## src/rtl/pattern_player_pkg.sv

```systemverilog
// pattern_player_pkg
//   Shared game definitions: difficulty level encodings, pattern lengths,
//   LFSR seed, FSM state encoding and small helpers used by the player.
package pattern_player_pkg;

    localparam logic [2:0] LVL_LOW  = 3'b001;
    localparam logic [2:0] LVL_MID  = 3'b010;
    localparam logic [2:0] LVL_HIGH = 3'b100;

    localparam logic [3:0] LEN_LOW  = 4'd4;
    localparam logic [3:0] LEN_MID  = 4'd6;
    localparam logic [3:0] LEN_HIGH = 4'd8;

    localparam logic [7:0] LFSR_SEED = 8'hA5;

    typedef enum logic [2:0] {
        ST_IDLE = 3'd0,
        ST_LOAD = 3'd1,
        ST_ON   = 3'd2,
        ST_GAP  = 3'd3,
        ST_DONE = 3'd4
    } state_t;

    // Pattern length for a level; 0 marks an invalid (non one-hot) level.
    function automatic logic [3:0] level_len(input logic [2:0] lvl);
        case (lvl)
            LVL_LOW:  return LEN_LOW;
            LVL_MID:  return LEN_MID;
            LVL_HIGH: return LEN_HIGH;
            default:  return 4'd0;
        endcase
    endfunction

    function automatic logic [7:0] onehot8(input logic [2:0] idx);
        return 8'b0000_0001 << idx;
    endfunction

endpackage

```

## src/rtl/pattern_player_lfsr8.sv

```systemverilog
// lfsr8
//   8-bit Fibonacci LFSR, polynomial x^8+x^6+x^5+x^4+1 (maximal length,
//   never reaches all-zero from a non-zero seed).
//   i_clk     : clock
//   i_rst_n   : asynchronous active-low reset, loads SEED
//   i_advance : shift one step on this edge
//   o_value   : low OUT_BITS bits of the register
module lfsr8
    import pattern_player_pkg::*;
#(
    parameter logic [7:0]  SEED     = LFSR_SEED,
    parameter int unsigned OUT_BITS = 8
) (
    input  logic                i_clk,
    input  logic                i_rst_n,
    input  logic                i_advance,
    output logic [OUT_BITS-1:0] o_value
);

    logic [7:0] r_q;
    logic       w_fb;

    assign w_fb    = r_q[7] ^ r_q[5] ^ r_q[4] ^ r_q[3];
    assign o_value = r_q[OUT_BITS-1:0];

    always_ff @(posedge i_clk or negedge i_rst_n) begin
        if (!i_rst_n) begin
            r_q <= SEED;
        end else if (i_advance) begin
            r_q <= {r_q[6:0], w_fb};
        end
    end

endmodule

```

## src/rtl/pattern_player.sv

```systemverilog
// pattern_player
//   Generates a random round pattern (4/6/8 entries of 0..7, no adjacent
//   repeats) and plays it on a one-hot LED bus, each step ON then all-off GAP.
//   clk_1   : system clock
//   rst     : asynchronous active-low reset
//   start   : one-cycle request to generate and play a pattern
//   level   : one-hot difficulty (001 low, 010 mid, 100 high)
//   abort   : stop playback at the next edge
//   rd_addr : pattern read address for the input checker
//   led     : one-hot LED drive
//   rd_idx  : stored entry at rd_addr (combinational)
//   pat_len : current pattern length
//   busy    : high outside IDLE
//   done    : one-cycle pulse at playback completion
module pattern_player
    import pattern_player_pkg::*;
#(
    parameter int unsigned ON_TICKS  = 50_000_000,
    parameter int unsigned GAP_TICKS = 25_000_000
) (
    input  logic       clk_1,
    input  logic       rst,
    input  logic       start,
    input  logic [2:0] level,
    input  logic       abort,
    input  logic [2:0] rd_addr,
    output logic [7:0] led,
    output logic [2:0] rd_idx,
    output logic [3:0] pat_len,
    output logic       busy,
    output logic       done
);

    localparam int unsigned MAX_TICKS = (ON_TICKS > GAP_TICKS) ? ON_TICKS : GAP_TICKS;
    localparam int unsigned TW        = (MAX_TICKS > 1) ? $clog2(MAX_TICKS) : 1;
    // Halved ON time is clamped to one cycle so a step is never empty.
    localparam int unsigned ON_HALF   = (ON_TICKS / 2 > 0) ? ON_TICKS / 2 : 1;

    localparam logic [TW-1:0] ON_LAST      = TW'(ON_TICKS - 1);
    localparam logic [TW-1:0] ON_HALF_LAST = TW'(ON_HALF - 1);
    localparam logic [TW-1:0] GAP_LAST     = TW'(GAP_TICKS - 1);

    state_t          r_state;
    logic [7:0]      r_led;
    logic [3:0]      r_len;
    logic [3:0]      r_step;
    logic [TW-1:0]   r_tick;
    logic            r_fast;
    logic [2:0]      r_pat [8];

    logic [2:0]      w_cand;
    logic [2:0]      w_prev_addr;
    logic [2:0]      w_entry;
    logic [TW-1:0]   w_on_last;
    logic [3:0]      w_req_len;

    lfsr8 #(
        .SEED     (LFSR_SEED),
        .OUT_BITS (3)
    ) u_lfsr (
        .i_clk     (clk_1),
        .i_rst_n   (rst),
        .i_advance (1'b1),
        .o_value   (w_cand)
    );

    assign w_prev_addr = r_step[2:0] - 3'd1;
    assign w_entry     = ((r_step != 4'd0) && (w_cand == r_pat[w_prev_addr]))
                         ? w_cand + 3'd1 : w_cand;
    assign w_on_last   = r_fast ? ON_HALF_LAST : ON_LAST;
    assign w_req_len   = level_len(level);

    assign led     = r_led;
    assign rd_idx  = r_pat[rd_addr];
    assign pat_len = r_len;
    assign busy    = (r_state != ST_IDLE);
    assign done    = (r_state == ST_DONE);

    // led is registered from the current state, so it trails the state by one
    // edge: entry 0 appears one cycle after LOAD finishes and each ON/GAP
    // window is still exactly its tick count long.
    always_ff @(posedge clk_1 or negedge rst) begin
        if (!rst) begin
            r_state <= ST_IDLE;
            r_led   <= '0;
            r_len   <= '0;
            r_step  <= '0;
            r_tick  <= '0;
            r_fast  <= 1'b0;
            for (int unsigned i = 0; i < 8; i++) begin
                r_pat[i] <= '0;
            end
        end else if (abort && (r_state != ST_IDLE)) begin
            r_state <= ST_IDLE;
            r_led   <= '0;
            r_step  <= '0;
            r_tick  <= '0;
        end else begin
            case (r_state)
                ST_IDLE: begin
                    r_led <= '0;
                    if (start && !abort && (w_req_len != 4'd0)) begin
                        r_len   <= w_req_len;
                        r_fast  <= (level == LVL_HIGH);
                        r_step  <= '0;
                        r_tick  <= '0;
                        r_state <= ST_LOAD;
                    end
                end
                ST_LOAD: begin
                    r_pat[r_step[2:0]] <= w_entry;
                    if (r_step == r_len - 4'd1) begin
                        r_step  <= '0;
                        r_tick  <= '0;
                        r_state <= ST_ON;
                    end else begin
                        r_step <= r_step + 4'd1;
                    end
                end
                ST_ON: begin
                    r_led <= onehot8(r_pat[r_step[2:0]]);
                    if (r_tick == w_on_last) begin
                        r_tick  <= '0;
                        r_state <= ST_GAP;
                    end else begin
                        r_tick <= r_tick + 1'b1;
                    end
                end
                ST_GAP: begin
                    r_led <= '0;
                    if (r_tick == GAP_LAST) begin
                        r_tick <= '0;
                        if (r_step == r_len - 4'd1) begin
                            r_state <= ST_DONE;
                        end else begin
                            r_step  <= r_step + 4'd1;
                            r_state <= ST_ON;
                        end
                    end else begin
                        r_tick <= r_tick + 1'b1;
                    end
                end
                ST_DONE: begin
                    r_led   <= '0;
                    r_step  <= '0;
                    r_state <= ST_IDLE;
                end
                default: begin
                    r_led   <= '0;
                    r_state <= ST_IDLE;
                end
            endcase
        end
    end

endmodule

```

## config.mk

```make
export PLATFORM = sky130hd
export DESIGN_NAME = pattern_player
export DESIGN_NICKNAME = d
export VERILOG_FILES = /design/src/rtl/pattern_player_pkg.sv /design/src/rtl/pattern_player_lfsr8.sv /design/src/rtl/pattern_player.sv
export SDC_FILE = /design/constraint.sdc
export NUM_CORES = 1
export LEC_CHECK = 0
export CORE_UTILIZATION = 43
export DETAILED_ROUTE_END_ITERATION = 10
export GPL_TIMING_DRIVEN = 0
export SYNTH_ARGS = -nofsm -noshare
export SYNTH_HDL_FRONTEND = slang
export SYNTH_SLANG_ARGS = --single-unit
```

## constraint.sdc

```tcl
create_clock -name clk_1 -period 5.6 [get_ports clk_1]
set_input_delay 1.12 -clock clk_1 [delete_from_list [all_inputs] [get_ports clk_1]]
set_output_delay 1.12 -clock clk_1 [all_outputs]
set_load 0.01 [all_outputs]
```

Word-level counts from Yosys, hierarchy flattened
Index checks and enable logic that the tools add are counted.
Storage, ports and cells
  bits of input ports: 10
  logic and storage cells: 102
  output and inout bits: 17
  bits in registers: 78
Cells by class
  reductions and logical operators: 17
  equality and inequality tests: 17
  bitwise gates (word level): 7
  shifts and indexed selects: 1
  multiplexer cells: 36
  order comparisons: 4
  add/sub/neg operators: 5
Operators by type and width (number)
  26-bit 2-to-1 mux: 6
  26-bit one-hot mux with 4 select lines: 1
  3-bit 2-to-1 mux: 14
  3-bit binary-select mux with 3-bit select: 3
  26-bit by 1-bit adder with 26-bit output, second input constant: 1
  26-bit by 25-bit == test with 1-bit output, second input constant: 1
  26-bit == test: 1
  24-bit bitwise mux: 1
  4-bit 2-to-1 mux: 5
  4-bit one-hot mux with 4 select lines: 1
  8-bit one-hot mux with 2 select lines: 1
  3-bit != test, second input constant: 5
  4-bit >= comparator, second input constant: 3
  3-bit inverter with 4-bit output: 3
  3-bit one-hot mux with 4 select lines: 1
  4-bit one-hot mux with 3 select lines: 1
  5-bit nonzero test: 2
  3-bit demux with 3-bit select: 1
  3-bit by 2-bit == test with 1-bit output, second input constant: 3
  8-bit 2-to-1 mux: 1
  4-bit AND reduction: 2
  4-bit nonzero test: 2
  1-bit by 3-bit left shift with 8-bit output, first input constant: 1
  3-bit by 1-bit == test with 1-bit output, second input constant: 2
  other kinds (17): 25

Logic depth before layout (Yosys ltp)
  word-level depth: 9
  depth in mapped cells: 12
  mapped depth without buffers: 8

Modules after synthesis
A second synthesis with hierarchy kept.
Second synthesis, totals
  cells, all modules: 446
  area total of the unflattened synthesis: 4538.1 µm²
By module, submodules not included
  pattern_player: instances 1, area each 4191.5 µm², cells an instance 422, seq. area each 1726.7 µm²
  lfsr8: instances 1, area each 346.6 µm², cells an instance 24, seq. area each 205.2 µm²

Least setup slack after synthesis
OpenSTA, ideal clock, no wires.
  path kind: input port to output port
  start: input rd_addr[0]
  end: output rd_idx[0]
  slack: 2.204 ns
  arrival time: 2.276 ns
  buffers on the path: 1
  stages: 3
  required time: 4.480 ns
  cells stage by stage: clkbuf_1 -> mux4_2 -> mux2_2
Between the ends
  word-level cells in the longest chain between the ends: 4
Ends and longest elaborated chain
  start: declaration: line pattern_player.sv:26  | input logic [2:0] rd_addr,
  3-bit inverter with 4-bit output (implied by the code): line pattern_player.sv:74  | assign rd_idx = r_pat[rd_addr];
  3-bit binary-select mux with 3-bit select: line pattern_player.sv:74
  3-bit 2-to-1 mux (implied by the code) (2 in series): line pattern_player.sv:74
  end: declaration: line pattern_player.sv:28  | output logic [2:0] rd_idx,
Every way passes these cells. The select of a mux whose other input is x is not followed.

Worst setup path after layout
  start: input rd_addr[1]
  end: output rd_idx[2]
The elaborated chain is that of the path after synthesis.

==> impl_results.md <==
- Status: finished, final reports clean
- DR WL/cell: 16.6 µm
- Simple-gate share of the synthesized area: 0.185
- Adder-Cell Fraction of Synth Area: 0.0143
- Iteration-0 DRC Markers: 142
- Post-synth cell types: 64
- First-pass GRT wire length: 16700 µm
- Worst path most repeated cell: clkdlybuf4s50_1
- Period Utilization, post-route: 0.722
- Io pins: 27
- CTS tree: built
- Final setup fails: 0
- H-tree lvl count: 3
- CTS Buffer Depth: 2
- Compound-gate portion of the synthesized area: 0.144
- Fmax: 247 MHz
- Final Worst Setup Slack: 1560 ps
- Multiplexer share of the synthesized area: 0.131
- Async S/R FF share, synth: 1.00
- Reg2reg start: r_step[0]
- Clk_skew: 13.1 ps
- Worst path cell trace: clkdlybuf4s50_1 > mux4_2 > mux2_2 > clkdlybuf4s50_1
- Clock slew seen by the registers of the worst setup and hold paths: 70 ps
- DR vias: 3439
- Hold_buf cts: 0
- Ys Warns: 0
- CP bufs+invs: 2
- Sum Neg Setup Slack: 0 ps
- Top Family by Delay on Critical Path: buffers and inverters
- WHS Endpoint: u_lfsr.r_q[7]
- Worst EP arrival: 2920 ps
- Worst Hold Depth: 0
- Worst-margin pin slew: 948 ps
- Clock root cell: clkbuf_8
- Max Cap Violations: 0
- Worst min-delay path startpoint: u_lfsr.r_q[6]
- Number of synthesized flops with an enable pin: 0
- Post-Synthesis Cells: 422
- Slew HR: 0.362
- Grt ovf: 0
- Hold crit path type: reg -> reg
- Crit path required time: 4480 ps
- Die ar.: 10600 µm²
- CP peak stage delay: 680 ps
- Syn Area/Cell: 10.4 µm²
- Gpl congestion: 0.789
- Core Area: 9820 µm²
- Fin. Hold Viols: 0
- Placement Cell Area: 4800 µm²
- CP Class: in -> out
- CTS sink cnt: 77
- Critical Path Source Type: input port
- Ys flop type: dfrtp_1
- Largest net degree at the start of global routing: 63
- Main combinational cell family by area after synthesis: simple AND/OR/NAND/NOR gates
- Seq/Total Area, Yosys: 0.442
- CP Max Fanout: 6
- Leak pwr: 0.00215 µW
- Number of port buffers: 24
- Tmin final: 4040 ps
- PwrDens: 329 nW/µm²
- Antenna diode count: 0
- Cts repair resizes: 0
- Worst R2R Path Depth: 12
- Clock buffer count from CTS: 9
- Remaining DRCs: 0
- Design Area, Final: 5040 µm²
- DRT antenna net count: 0
- Final Max Slew Viols: 0
- Reg2Reg Setup Slack: 1810 ps
- Total length of routed wires: 9860 µm
- Post-CTS setup buffers: 0
- Post-synth net total: 437
- Die width: 103 µm
- Syn Std Cell Area: 4370 µm²
- Std cell rows: 36
- Layout cells sized above 1: 0.140
- Chip Height: 103 µm
- Post-DP HPWL: 7090 µm
- Worst skew pair latency: 370 ps
- Area grow syn2layout: 15.3%
- Synth Area in XOR/XNOR: 0.0453
- Setup WS pre-CTS: 1570 ps
- Endpoint class of the critical path: primary output
- Peak supply drop: 0.165 mV
- DR pass1 iterations: 4
- Initial antenna violation count: 0
- Initial Util: 0.445
- Drt via density: 5.77
- RSZ-0062 raised after global routing: no
- Synthesis-stage register bit count: 77
- Vias in the first global route: 3346
- Global Route Usage Sum: 0.208
- Final net count: 473
- Critical path's slowest cell: clkdlybuf4s50_1
- Reg2reg end: r_pat[3]
cells in the mapped netlist (all sizes together), types with 4 or more instances:
cell type  number  share of area
nor4            7          0.011
mux4           18          0.093
a31oi          18          0.026
nand2b          4         0.0057
clkbuf         10         0.0086
nor2           24          0.021
nand3          18          0.021
and3            8          0.011
nand2          55          0.047
xor2           12          0.024
buf            10          0.015
a32o            4         0.0092
mux2i          13          0.031
o21ai          27          0.031
dfstp           4          0.024
dfrtp          73           0.42
nand4           7          0.010
xnor2           8          0.016
a21oi          16          0.020
ha              5          0.014
o31ai           5         0.0086
nor3            6         0.0069
inv            15          0.013
final cells by class:
| cell class | count | area (µm²) |
|---|---|---|
| buffer | 20 | 103 |
| clock buffer | 9 | 124 |
| clock inverter | 7 | 114 |
| fill | 918 | 4780 |
| inverter | 16 | 60.1 |
| multi-input combinational | 309 | 2270 |
| sequential | 77 | 1930 |
| tap | 133 | 166 |
| timing repair buffer | 25 | 265 |
sequential cells by signal (all words and copies together) (netlist names):
| register | cells |
|---|---|
| pat_len | 3 |
| r_step | 4 |
| r_state | 3 |
| r_fast | 1 |
| r_pat | 24 |
| u_lfsr.r_q | 8 |
| led | 8 |
| r_tick | 26 |
layout by cell type (no fill, tap or decap), types with 4 or more instances in the layout:
master,instances
xor2_1,12
a32o_1,4
nor3_1,6
clkbuf_8,9
buf_2,7
a31oi_1,18
nand4_1,7
inv_1,15
ha_1,5
nor2_1,23
and3_1,8
nor4_1,6
clkdlybuf4s50_1,23
dfstp_2,4
nand2b_1,4
nand3_1,18
clkbuf_1,10
xnor2_1,8
mux2i_1,12
a21oi_1,14
dfrtp_1,73
nand2_1,55
o31ai_1,5
mux4_2,18
o21ai_0,27
report_power, final:
part	total (µW)	switching [µW]	internal [µW]
logic	505	286	219
registers	642	41.8	601
clock network	508	213	294
total	1660	541	1110
kinds of logic (layout without fill, tap and decap cells):
family	Yosys count	count (layout)
xor gates and xnor gates	21	21
adders and majority gates	5	5
other	1	1
AOI/OAI and AO/OA	92	92
and+or+nand+nor	156	156
buffers and inverters	36	77
DFF	77	77
muxes	34	34
worst max-delay path by stage:
stage               slack [ps]    endpoint       start  cells past startpoint
finish                    1560   rd_idx[2]  rd_addr[1]                      4
global route              1420   r_pat[21]   r_step[0]                     12
CTS                       1570   rd_idx[2]  rd_addr[1]                      4
detailed placement        1570   rd_idx[0]  rd_addr[1]                      4
global placement           630  r_tick[10]         rst                      1
floorplan                 2200   rd_idx[0]  rd_addr[0]                      3
per-layer routing:
layer,track usage,wire (µm),part of all wire
met1,0.263,4400,0.45
met2,0.350,4900,0.50
met3,0.0502,364,0.037
met4,0.0737,197,0.020
met5,0,0,0
through the flow:
stage | power (µW) | utilization | instances | hold WS, ps
floorplan | 1010 | - | 422 | 333
global placement | 1150 | 0.486 | 579 | 338
detailed placement | 1160 | 0.489 | 580 | 342
CTS | 1670 | 0.513 | 596 | 359
global route | 1760 | 0.513 | 596 | 363
finish | 1660 | 0.513 | 596 | 357
(Power assumes the default switching activity.)
